$ cat src/rtl/c3lib_rrarb_pkg.sv
// ============================================================================
// Module   : c3lib_rrarb_pkg
// Purpose  : Shared state encoding and index-width helper for the RR arbiter.
// Revision : 1.0
// ============================================================================
`default_nettype none

package c3lib_rrarb_pkg;

    typedef enum logic [1:0] {
        IDLE  = 2'd0,
        GRANT = 2'd1,
        GAP   = 2'd2
    } arb_state_t;

    // Index width for gnt_id/ptr; a single requester still needs one bit.
    function automatic int idx_width(input int n);
        return (n <= 1) ? 1 : $clog2(n);
    endfunction

endpackage

`default_nettype wire

$ cat src/rtl/c3lib_rr_pick.sv
// ============================================================================
// Module   : c3lib_rr_pick
// Purpose  : Combinational round-robin picker: first request at/after ptr.
// Revision : 1.0
// ============================================================================
`default_nettype none

module c3lib_rr_pick
    import c3lib_rrarb_pkg::*;
#(
    parameter int NUM_REQ = 4,
    parameter int IW      = idx_width(NUM_REQ)
) (
    input  logic [NUM_REQ-1:0] req,
    input  logic [IW-1:0]      ptr,
    output logic [NUM_REQ-1:0] onehot,
    output logic [IW-1:0]      idx,
    output logic               any
);

    int j;

    always_comb begin
        onehot = '0;
        idx    = '0;
        any    = 1'b0;
        j      = 0;
        for (int i = 0; i < NUM_REQ; i++) begin
            j = int'(ptr) + i;
            if (j >= NUM_REQ) begin
                j = j - NUM_REQ;
            end
            if (!any && req[j]) begin
                any       = 1'b1;
                onehot[j] = 1'b1;
                idx       = IW'(j);
            end
        end
    end

endmodule

`default_nettype wire

$ cat src/rtl/c3lib_rrarb_ctl.sv
// ============================================================================
// Module   : c3lib_rrarb_ctl
// Purpose  : Round-robin ownership arbiter with break-before-make GAP cycle.
//            Optional hold timeout enabled by macro C3LIB_RRARB_TMO_EN.
// Revision : 1.0
// ============================================================================
`default_nettype none

module c3lib_rrarb_ctl
    import c3lib_rrarb_pkg::*;
#(
    parameter int NUM_REQ  = 4,
    parameter int MAX_HOLD = 15
) (
    input  logic                           clk,
    input  logic                           rst,
    input  logic [NUM_REQ-1:0]             req,
    input  logic [NUM_REQ-1:0]             rel,
    output logic [NUM_REQ-1:0]             gnt,
    output logic                           gnt_vld,
    output logic [idx_width(NUM_REQ)-1:0]  gnt_id,
    output logic                           tmo_err
);

    localparam int IW = idx_width(NUM_REQ);

    arb_state_t         state, state_nxt;
    logic [NUM_REQ-1:0] gnt_nxt;
    logic [IW-1:0]      id_nxt;
    logic [IW-1:0]      ptr, ptr_nxt, ptr_inc;
    logic [NUM_REQ-1:0] pick_onehot;
    logic [IW-1:0]      pick_idx;
    logic               pick_any;
    logic               own_drop;
    logic               tmo_hit;

    c3lib_rr_pick #(
        .NUM_REQ (NUM_REQ),
        .IW      (IW)
    ) u_pick (
        .req    (req),
        .ptr    (ptr),
        .onehot (pick_onehot),
        .idx    (pick_idx),
        .any    (pick_any)
    );

    // gnt is one-hot, so masking with it isolates the owner's bits.
    assign own_drop = !(|(req & gnt)) || (|(rel & gnt));
    assign ptr_inc  = (gnt_id == IW'(NUM_REQ - 1)) ? '0 : gnt_id + 1'b1;

`ifdef C3LIB_RRARB_TMO_EN
    logic [7:0] hold_cnt;

    always_ff @(posedge clk or posedge rst) begin
        if (rst) begin
            hold_cnt <= '0;
            tmo_err  <= 1'b0;
        end else begin
            if (state != GRANT) begin
                hold_cnt <= '0;
            end else if (hold_cnt != 8'(MAX_HOLD)) begin
                hold_cnt <= hold_cnt + 8'd1;
            end
            tmo_err <= tmo_hit && !own_drop;
        end
    end

    assign tmo_hit = (state == GRANT) && (hold_cnt == 8'(MAX_HOLD - 1));
`else
    assign tmo_hit = 1'b0;
    // Legal MAX_HOLD (>= 1) folds this to a constant 0.
    assign tmo_err = (MAX_HOLD < 1);
`endif

    always_comb begin
        state_nxt = state;
        gnt_nxt   = gnt;
        id_nxt    = gnt_id;
        ptr_nxt   = ptr;
        case (state)
            IDLE, GAP: begin
                if (pick_any) begin
                    state_nxt = GRANT;
                    gnt_nxt   = pick_onehot;
                    id_nxt    = pick_idx;
                end else begin
                    state_nxt = IDLE;
                    gnt_nxt   = '0;
                    id_nxt    = '0;
                end
            end
            GRANT: begin
                if (own_drop || tmo_hit) begin
                    state_nxt = GAP;
                    gnt_nxt   = '0;
                    id_nxt    = '0;
                    ptr_nxt   = ptr_inc;
                end
            end
            default: begin
                state_nxt = IDLE;
                gnt_nxt   = '0;
                id_nxt    = '0;
            end
        endcase
    end

    always_ff @(posedge clk or posedge rst) begin
        if (rst) begin
            state   <= IDLE;
            gnt     <= '0;
            gnt_vld <= 1'b0;
            gnt_id  <= '0;
            ptr     <= '0;
        end else begin
            state   <= state_nxt;
            gnt     <= gnt_nxt;
            gnt_vld <= |gnt_nxt;
            gnt_id  <= id_nxt;
            ptr     <= ptr_nxt;
        end
    end

endmodule

`default_nettype wire

$ cat config.mk
export PLATFORM = sky130hd
export DESIGN_NAME = c3lib_rrarb_ctl
export DESIGN_NICKNAME = d
export VERILOG_FILES = /design/src/rtl/c3lib_rrarb_pkg.sv /design/src/rtl/c3lib_rr_pick.sv /design/src/rtl/c3lib_rrarb_ctl.sv
export SDC_FILE = /design/constraint.sdc
export NUM_CORES = 1
export LEC_CHECK = 0
export ABC_AREA = 0
export BUFFER_PORTS_ARGS = -buffer_cell sky130_fd_sc_hd__buf_2
export CAP_MARGIN = 15
export CORE_UTILIZATION = 50
export DETAILED_ROUTE_END_ITERATION = 12
export PLACE_DENSITY = 0.7
export SYNTH_ARGS = -nofsm -noshare
export SYNTH_HDL_FRONTEND = slang
export SYNTH_SLANG_ARGS = --single-unit
$ cat constraint.sdc
create_clock -name clk -period 3.1 [get_ports clk]
set_input_delay 0.31 -clock clk [delete_from_list [all_inputs] [get_ports clk]]
set_output_delay 0.31 -clock clk [all_outputs]
set_load 0.01 [all_outputs]
Yosys cells after proc, flatten, opt, wreduce, memory -nomap -nowiden
Cells that the tools add are included.

Reductions and logical operators: 18. Equality and inequality tests: 4. $lt $le $gt $ge: 12. Add/subtract/negate cells: 8. Bitwise operators: 5. Multiplexer cells: 46.

Operator list (number): 32-bit by 1-bit >= comparator with 1-bit output (second input constant) (4); 32-bit by 4-bit < comparator with 1-bit output (second input constant) (4); 32-bit two-way mux (4); 32-bit by 4-bit >= comparator with 1-bit output (second input constant) (3); 32-bit by 4-bit subtractor with 32-bit output (second input constant) (3); 4-bit two-way mux (6); 1-bit two-way mux (17); 2-bit two-way mux (8); 4-bit bitwise OR (3); 4-bit OR reduction (3); 4-bit bitwise AND (2); 1-bit binary-select mux with 2-bit select (4); 1-bit demux with 2-bit select (4); 2-bit one-hot mux with 2 select lines (2); 4-bit one-hot mux with 2 select lines (1); 1-bit logical AND (7); 2-bit by 2-bit adder with 3-bit output (second input constant) (2); 2-bit == test (second input constant) (2); 1-bit zero test (4); 2-bit by 3-bit subtractor with 4-bit output (second input constant) (1); 2-bit by 1-bit adder with 3-bit output (second input constant) (1); 2-bit by 3-bit >= comparator with 1-bit output (second input constant) (1); 2-bit by 1-bit adder with 2-bit output (second input constant) (1); 2-bit by 1-bit == test with 1-bit output (second input constant) (1); 5 further kinds (5).

Output and inout port bits: 8. Word-level logic and storage cells: 98. Flip-flop bits (word level): 11. Bits of input ports: 10.

Depth between registers and ports, before layout
Gate-level depths: netlist of the first run.

Depth after elaboration: 18. Depth in mapped cells: 10. Gate-level depth less buffers: 8.

Hierarchy
Synthesis of the first run repeated with hierarchy kept, for this count alone.

Cells, all modules: 85. Area total of the unflattened synthesis: 962.2 µm².

Modules (own cells, without submodules): c3lib_rrarb_ctl (cells an instance 37, area an instance 501.7 µm², times used 1, seq. area each 275.3 µm²); c3lib_rr_pick (cells an instance 48, area an instance 460.4 µm², times used 1, seq. area each 0.0 µm²).

Worst setup path after synthesis of the first run
No wires, ideal clock.

Path type: reg-to-reg. Start point: register ptr[0]. End point: register gnt_vld. Buffers on the path: 2. Required time: 2.961 ns. Library setup time: 0.139 ns. Data arrival time: 2.763 ns. Stages on the path, launching flop included: 11. Clock period less this slack: 2.902 ns. Path slack: 0.198 ns. Path through: dfrtp_1 > buf_6 > inv_1 > ha_1 > buf_2 > mux4_2 > or2_4 > nor3_4 > nor2_2 > a22o_1 > or4_1.

Cells in the longest elaborated chain, start to end: 18. Elaborated cells on any way between the ends: 67. Classes of those cells: 7 x add/sub; 12 x order compare; 34 x mux; 3 x bitwise; 11 x reduce/logical.

RTL lines: start, declared (line c3lib_rrarb_ctl.sv:30) `logic [IW-1:0] ptr, ptr_nxt, ptr_inc;`; start signal, assigned (line c3lib_rrarb_ctl.sv:121) `ptr <= ptr_nxt;`; branches (longest 15 deep; another with 32-bit by 4-bit subtractor with 32-bit output); 4-bit two-way mux (*) (line c3lib_rrarb_ctl.sv:83) `if (pick_any) begin`; 4-bit one-hot mux with 2 select lines (*) (line c3lib_rrarb_ctl.sv:81) `case (state)`; named net gnt_nxt[2] (line c3lib_rrarb_ctl.sv:28) `logic [NUM_REQ-1:0] gnt_nxt;`; 4-bit OR reduction (*) (line c3lib_rrarb_ctl.sv:119) `gnt_vld <= |gnt_nxt;`; end signal, assigned (line c3lib_rrarb_ctl.sv:119); end, declared (line c3lib_rrarb_ctl.sv:20) `output logic gnt_vld,`.

Mark *: on every way through the listed nets, which the timed path passes. The select of a mux whose other input is x is not followed. A chain may end at the register's enable or synchronous reset.

Worst setup path in the final report of the first run
Start point: register ptr[1]. End point: register gnt_vld.

Same word-level chain as after synthesis.

==> results.cfg, run 1 <==
[routing]
routed_wirelength_um = 2250
dr.pass1.iters = 4
drc_errors = 0
viasPerCell = 6.10
wl_per_cell_um = 15.5
drt_iter0_markers = 40
ant_nets = 0
via_count = 884

[outcome]
status = completed

[global_routing]
grt_use_met1_pct = 34.9
busiest_layer = met2
grt.met2_usage_pct = 35.3
grt_pass1_wl_um = 3580
grtUsageTotal_pct = 24.0
antenna_found_initial = 0
grt_util_met3_pct = 6.27
grt_max_degree = 17
grt_pass1_vias = 772
grt_overflow = 0

[timing]
slew_viol_final = 0
fin_tns_setup_ps = 0
finalCriticalPeriod_ps = 2820
slew_headroom_pct = 61.5
rsz0062_at_grt = false
finalSetupViolCount = 0
tightest_slew_ps = 561
timing.fmax_ghz = 0.355
skew_ps = 7.08
fin_crit_sh_pct = 91.0
worst_hold_slack_ps = 3.14
hold_viol = 0

[cells_and_area]
layout-drive-gt1-share_pct = 25.0
final_cell_area_um2 = 1110
area_growth_pct = 12.6
n_antenna_cell = 0
nets = 137
nFillCells = 153

[floorplan]
placementRows = 15
coreArea_um2 = 1780
die_h_um = 46.4
initial_core_util_pct = 55.2
io_pins = 18
die_w_um = 46.4
die_area_um2 = 2150

[placement]
routabilityCongestion = 0.849
post_dp_cell_area_um2 = 1080
port-buffer-count = 16
dp_hpwl_um = 1710

[clock_tree]
cts_tree = yes
clockBufferDepth = 2
clock-root-buffer = clkbuf_4
cts_buffers = 3
cts_setup_buffers = 0
clk_pin_slew_ps = 70
clock-sinks = 11
cts-resized-gates = 0
clk_latency_ps = 270
cts_hold_buf = 0
htree_levels = 1

[worst_setup_path]
endpoint_kind = register
worst-setup-path-type = register to register
worstSetupStartpointType = register
required_ps = 3250
crit_arrival_ps = 2970
cp_max_fo = 7

[yosys]
syn_area_um2 = 985
ys_top_cells_by_count = dfrtp_1, nand2_1, o22ai_1
ys.flop_type = dfrtp_1
post_synth_inst_count = 103
yosysSeqAreaShare_pct = 28.0
synth_top_area_cell = dfrtp_1
yosysMostFrequentCell = dfrtp_1
synth_edf_count = 0
syn_avg_cell_area_um2 = 9.56
synth-seq-cells = 11
synth_cell_types = 34
synth_area_leaders = dfrtp_1, ha_1, mux4_2
synth_top_area_share_pct = 28.0
ys_warn_count = 0
async_flop_share_pct = 100
synthesis.nets = 119

[power]
ir_drop_uv = 729
finalPower_mw = 1.24
p_leak_nw = 0.495
power_density_nw_per_um2 = 1120

[flow_run]
maxCapViolations = 0

[hold_path]
hold_class = input port to asynchronous set/reset pin
## final cells by class
cell class / count / area, um^2 / area share [%]
clock buffers: 4 / 26.3 / 2.37
inverters: 3 / 11.3 / 1.02
multi-input cells: 83 / 662 / 59.7
flip-flops and latches: 11 / 275 / 24.8
well taps: 25 / 31.3 / 2.82
repair buffers: 19 / 103 / 9.26
## per-layer routing
metal / routed length, um / up-vias
met3: 82 / 2
met4: 9 / 0
met5: 0 / -
met2: 1080 / 22
met1: 1070 / 435
li1: - / 425
## per-stage QoR
stage	cells	setup WS, ps	utilization [%]
2_1_floorplan	103	198	-
3_3_place_gp	141	348	60.7
3_5_place_dp	141	290	60.7
4_1_cts	145	264	62.2
5_1_grt	145	146	62.2
6_report	145	280	62.2
## where the power goes
group	switching [mW]	internal [mW]	leakage (nW)	total, mW
logic	0.495	0.398	0.341	0.893
clock network	0.0479	0.0499	0.0150	0.0978
registers	0.0420	0.207	0.139	0.249
## layout by cell type (no fill, tap or decap)
master	synthesis	final
buf_2	2	16
dfrtp_1	11	11
nand2_1	9	9
o22ai_1	8	8
mux2i_1	6	6
a22o_1	6	6
ha_1	6	6
a22oi_1	4	4
nand2b_1	4	4
a211oi_1	4	4
nor2b_1	4	4
o2bb2ai_1	4	4
inv_1	3	3
a21oi_1	3	3
nor2_1	3	3
o21ai_0	3	3
mux4_2	3	3
clkbuf_4	0	3
buf_4	1	3
nor3b_1	2	2
mux2_2	2	2
or2_4	1	1
nor3_4	1	1
nor2_2	1	1
and3b_1	1	1
or4_1	1	1
a221o_1	1	1
o32a_1	1	1
o31ai_1	1	1
o21ai_1	1	1
or2_1	1	1
xnor2_1	1	1
conb_1	1	1
clkbuf_1	2	1
## cell families (layout without fill, tap and decap cells)
group / Yosys count / in the layout / synth area share, %
XOR/XNOR: 1 / 1 / 0.890
buffers and inverters: 9 / 26 / 4.83
flip-flops: 11 / 11 / 28.0
AND/OR/NAND/NOR: 28 / 28 / 16.6
multiplexers: 11 / 11 / 15.2
AO/OA/AOI/OAI: 36 / 36 / 26.4
adder cells (fa/ha/maj): 6 / 6 / 7.62
other: 1 / 1 / 0.381
## final timing paths
check | cells past startpoint | startpoint | to | slack (ps)
min in group clk | 1 | state[1] | state[1] | 470
hold reg to reg | 1 | state[1] | state[1] | 470
setup reg to reg | 8 | ptr[1] | gnt_vld | 280
max in group asynchronous | 2 | rst | ptr[0] | 2810
hold / removal | 2 | rst | gnt[1] | 3
setup / recovery | 8 | ptr[1] | gnt_vld | 280
## worst max-delay path, cell delays in order, from the launching register on
cell,delay [ps]
dfrtp_1,340
inv_1,80
ha_1,460
mux4_2,550
or2_4,270
nor3_4,170
nor2_2,90
a22o_1,230
or4_1,510
## state kept, by name, indices dropped and copies added (netlist names)
register  flops
ptr           2
gnt_vld       1
gnt_id        2
state         2
gnt           4
No activity file was read; power rests on OpenSTA's default activity.
==> run 2, diff against run 1 <==
--- a/config.mk
+++ b/config.mk
@@ -13,4 +13,6 @@
 export PLACE_DENSITY = 0.7
 export SYNTH_ARGS = -nofsm -noshare
 export SYNTH_HDL_FRONTEND = slang
+export SYNTH_HIERARCHICAL = 1
 export SYNTH_SLANG_ARGS = --single-unit
+export TNS_END_PERCENT = 30
==> results.cfg, run 2 <==
[outcome]
status = completed

[cells_and_area]
largest_reg_flops = 4
nets = 120
top_register = gnt
layout-drive-gt1-share_pct = 35.0
n_antenna_cell = 0
multi_input_area_um2 = 616
final_cell_mix = buf_2, dfrtp_1, a22oi_1, ha_1, a22o_2
final_cell_area_um2 = 1050
final_common_cell = buf_2
seq_area_um2 = 275
nFillCells = 159
area_growth_pct = 9.62

[clock_tree]
cts_buffers = 3
cts_setup_buffers = 0
cts-resized-gates = 0
clock-sinks = 11
clk_pin_slew_ps = 60
clockBufferDepth = 2
cts_hold_buf = 0
cts_tree = yes
clock-root-buffer = clkbuf_4
htree_levels = 1
clk_latency_ps = 270

[global_routing]
grt_pass1_wl_um = 3250
grtUsageTotal_pct = 22.2
antenna_found_initial = 0
grt_util_met3_pct = 8.33
busiest_layer = met2
grt_use_met1_pct = 29.7
grt_pass1_vias = 704
grt_max_degree = 14
grt.met2_usage_pct = 34.6
grt_overflow = 0

[worst_setup_path]
worst-setup-path-type = register to register
reg2reg_slack_ps = 460
endpoint_kind = register
crit_arrival_ps = 2790
cp_max_fo = 11
r2r-start = ptr[1]
reg2reg_to = gnt_vld
worstSetupStartpointType = register
startpoint = ptr[1]
r2r_cells = 8
required_ps = 3250

[yosys]
post_synth_inst_count = 85
synth_edf_count = 0
synth_cell_types = 34
syn_area_um2 = 962
async_flop_share_pct = 100
syn_avg_cell_area_um2 = 11.3
yosysMostFrequentCell = dfrtp_1
synth_area_leaders = dfrtp_1, ha_1, mux4_1
synth-seq-cells = 11
ys_warn_count = 6
synth_top_area_cell = dfrtp_1
yosysSeqAreaShare_pct = 28.6
ys_top_cells_by_count = dfrtp_1, a22oi_1, ha_1, a22o_2
ys.flop_type = dfrtp_1
synthesis.nets = 104
synth_top_area_share_pct = 28.6

[power]
p_int_uw = 594
p_clk_share_pct = 8.7
combPwrFrac_pct = 64.5
ir_drop_uv = 570
switching_share_pct = 45.4
finalPower_mw = 1.09
p_switching_uw = 494
power_density_nw_per_um2 = 1030
power.share.sequential_pct = 26.8
p_leak_nw = 0.502

[timing]
rsz0062_at_grt = false
hold_viol = 0
finalSetupViolCount = 0
fin_crit_sh_pct = 85.3
slew_viol_final = 0
timing.fmax_ghz = 0.378
skew_ps = 2.39
fin_tns_setup_ps = 0
finalCriticalPeriod_ps = 2640

[floorplan]
die_h_um = 45.9
die_w_um = 45.9
coreArea_um2 = 1760
io_pins = 18
placementRows = 15
die_area_um2 = 2100
initial_core_util_pct = 54.5

[routing]
dr.pass1.iters = 4
via_count = 800
drc_errors = 0
wl_per_cell_um = 16.4
routed_wirelength_um = 2050
viasPerCell = 6.40
ant_nets = 0
drt_iter0_markers = 26

[placement]
routabilityCongestion = 0.889
port-buffer-count = 16
post_dp_cell_area_um2 = 1030
dp_hpwl_um = 1570

[flow_run]
maxCapViolations = 0

[hold_path]
hold_class = input port to asynchronous set/reset pin
-- run 2: cell type report --
| cell class | instances | share of cell area [%] |
|---|---|---|
| inverter | 5 | 1.78 |
| tap | 25 | 2.97 |
| clock buffer | 4 | 2.49 |
| multi-input combinational | 63 | 58.4 |
| timing repair buffer | 17 | 8.30 |
| sequential | 11 | 26.1 |
-- run 2: kinds of logic (layout without fill, tap and decap cells) --
group	Yosys count	count (layout)	share of synthesized area (%)
AO/OA/AOI/OAI	30	30	24.7
adder cells (fa/ha/maj)	9	9	11.7
buffers and inverters	11	26	7.41
flip-flops	11	11	28.6
multiplexers	9	9	16.3
other	1	1	0.390
AND/OR/NAND/NOR	14	14	10.9
-- run 2: power by group through the flow --
stage	registers (mW)	clock network, mW	logic, mW
after floorplan	0.289	0	0.577
after global placement	0.293	0	0.688
after detailed placement	0.295	0	0.695
after CTS	0.293	0.0981	0.697
after global routing	0.304	0.105	0.771
final	0.292	0.0943	0.701
-- run 2: worst max path at each step --
stage                end  cells past startpoint
6_report         gnt_vld                      8
5_1_grt          gnt_vld                      8
4_1_cts          gnt_vld                      8
3_5_place_dp     gnt_vld                      8
3_3_place_gp     gnt_vld                      8
2_1_floorplan  gnt_id[1]                      9
-- run 2: routing by layer --
layer | vias up | part of all wire, %
li1 | 362 | -
met1 | 390 | 45
met2 | 46 | 48
met3 | 2 | 6.4
met4 | 0 | 0.83
met5 | - | 0
-- run 2: critical path, cell delays in order (launching register included) --
cell      delay, ps
dfrtp_1         550
inv_1           180
ha_1            360
mux4_2          380
and2b_2         290
a22oi_1         140
o21ai_0         130
o41ai_1         400
nand2b_1         80
-- run 2: stage by stage --
stage	setup slack, ps	utilization [%]	std cells	hold slack, ps
after global placement	500	58.3	121	311
after CTS	442	59.8	125	29.8
final	457	59.8	125	16.4
after detailed placement	450	58.3	121	314
after global routing	229	59.8	125	51.6
after floorplan	727	-	85	162
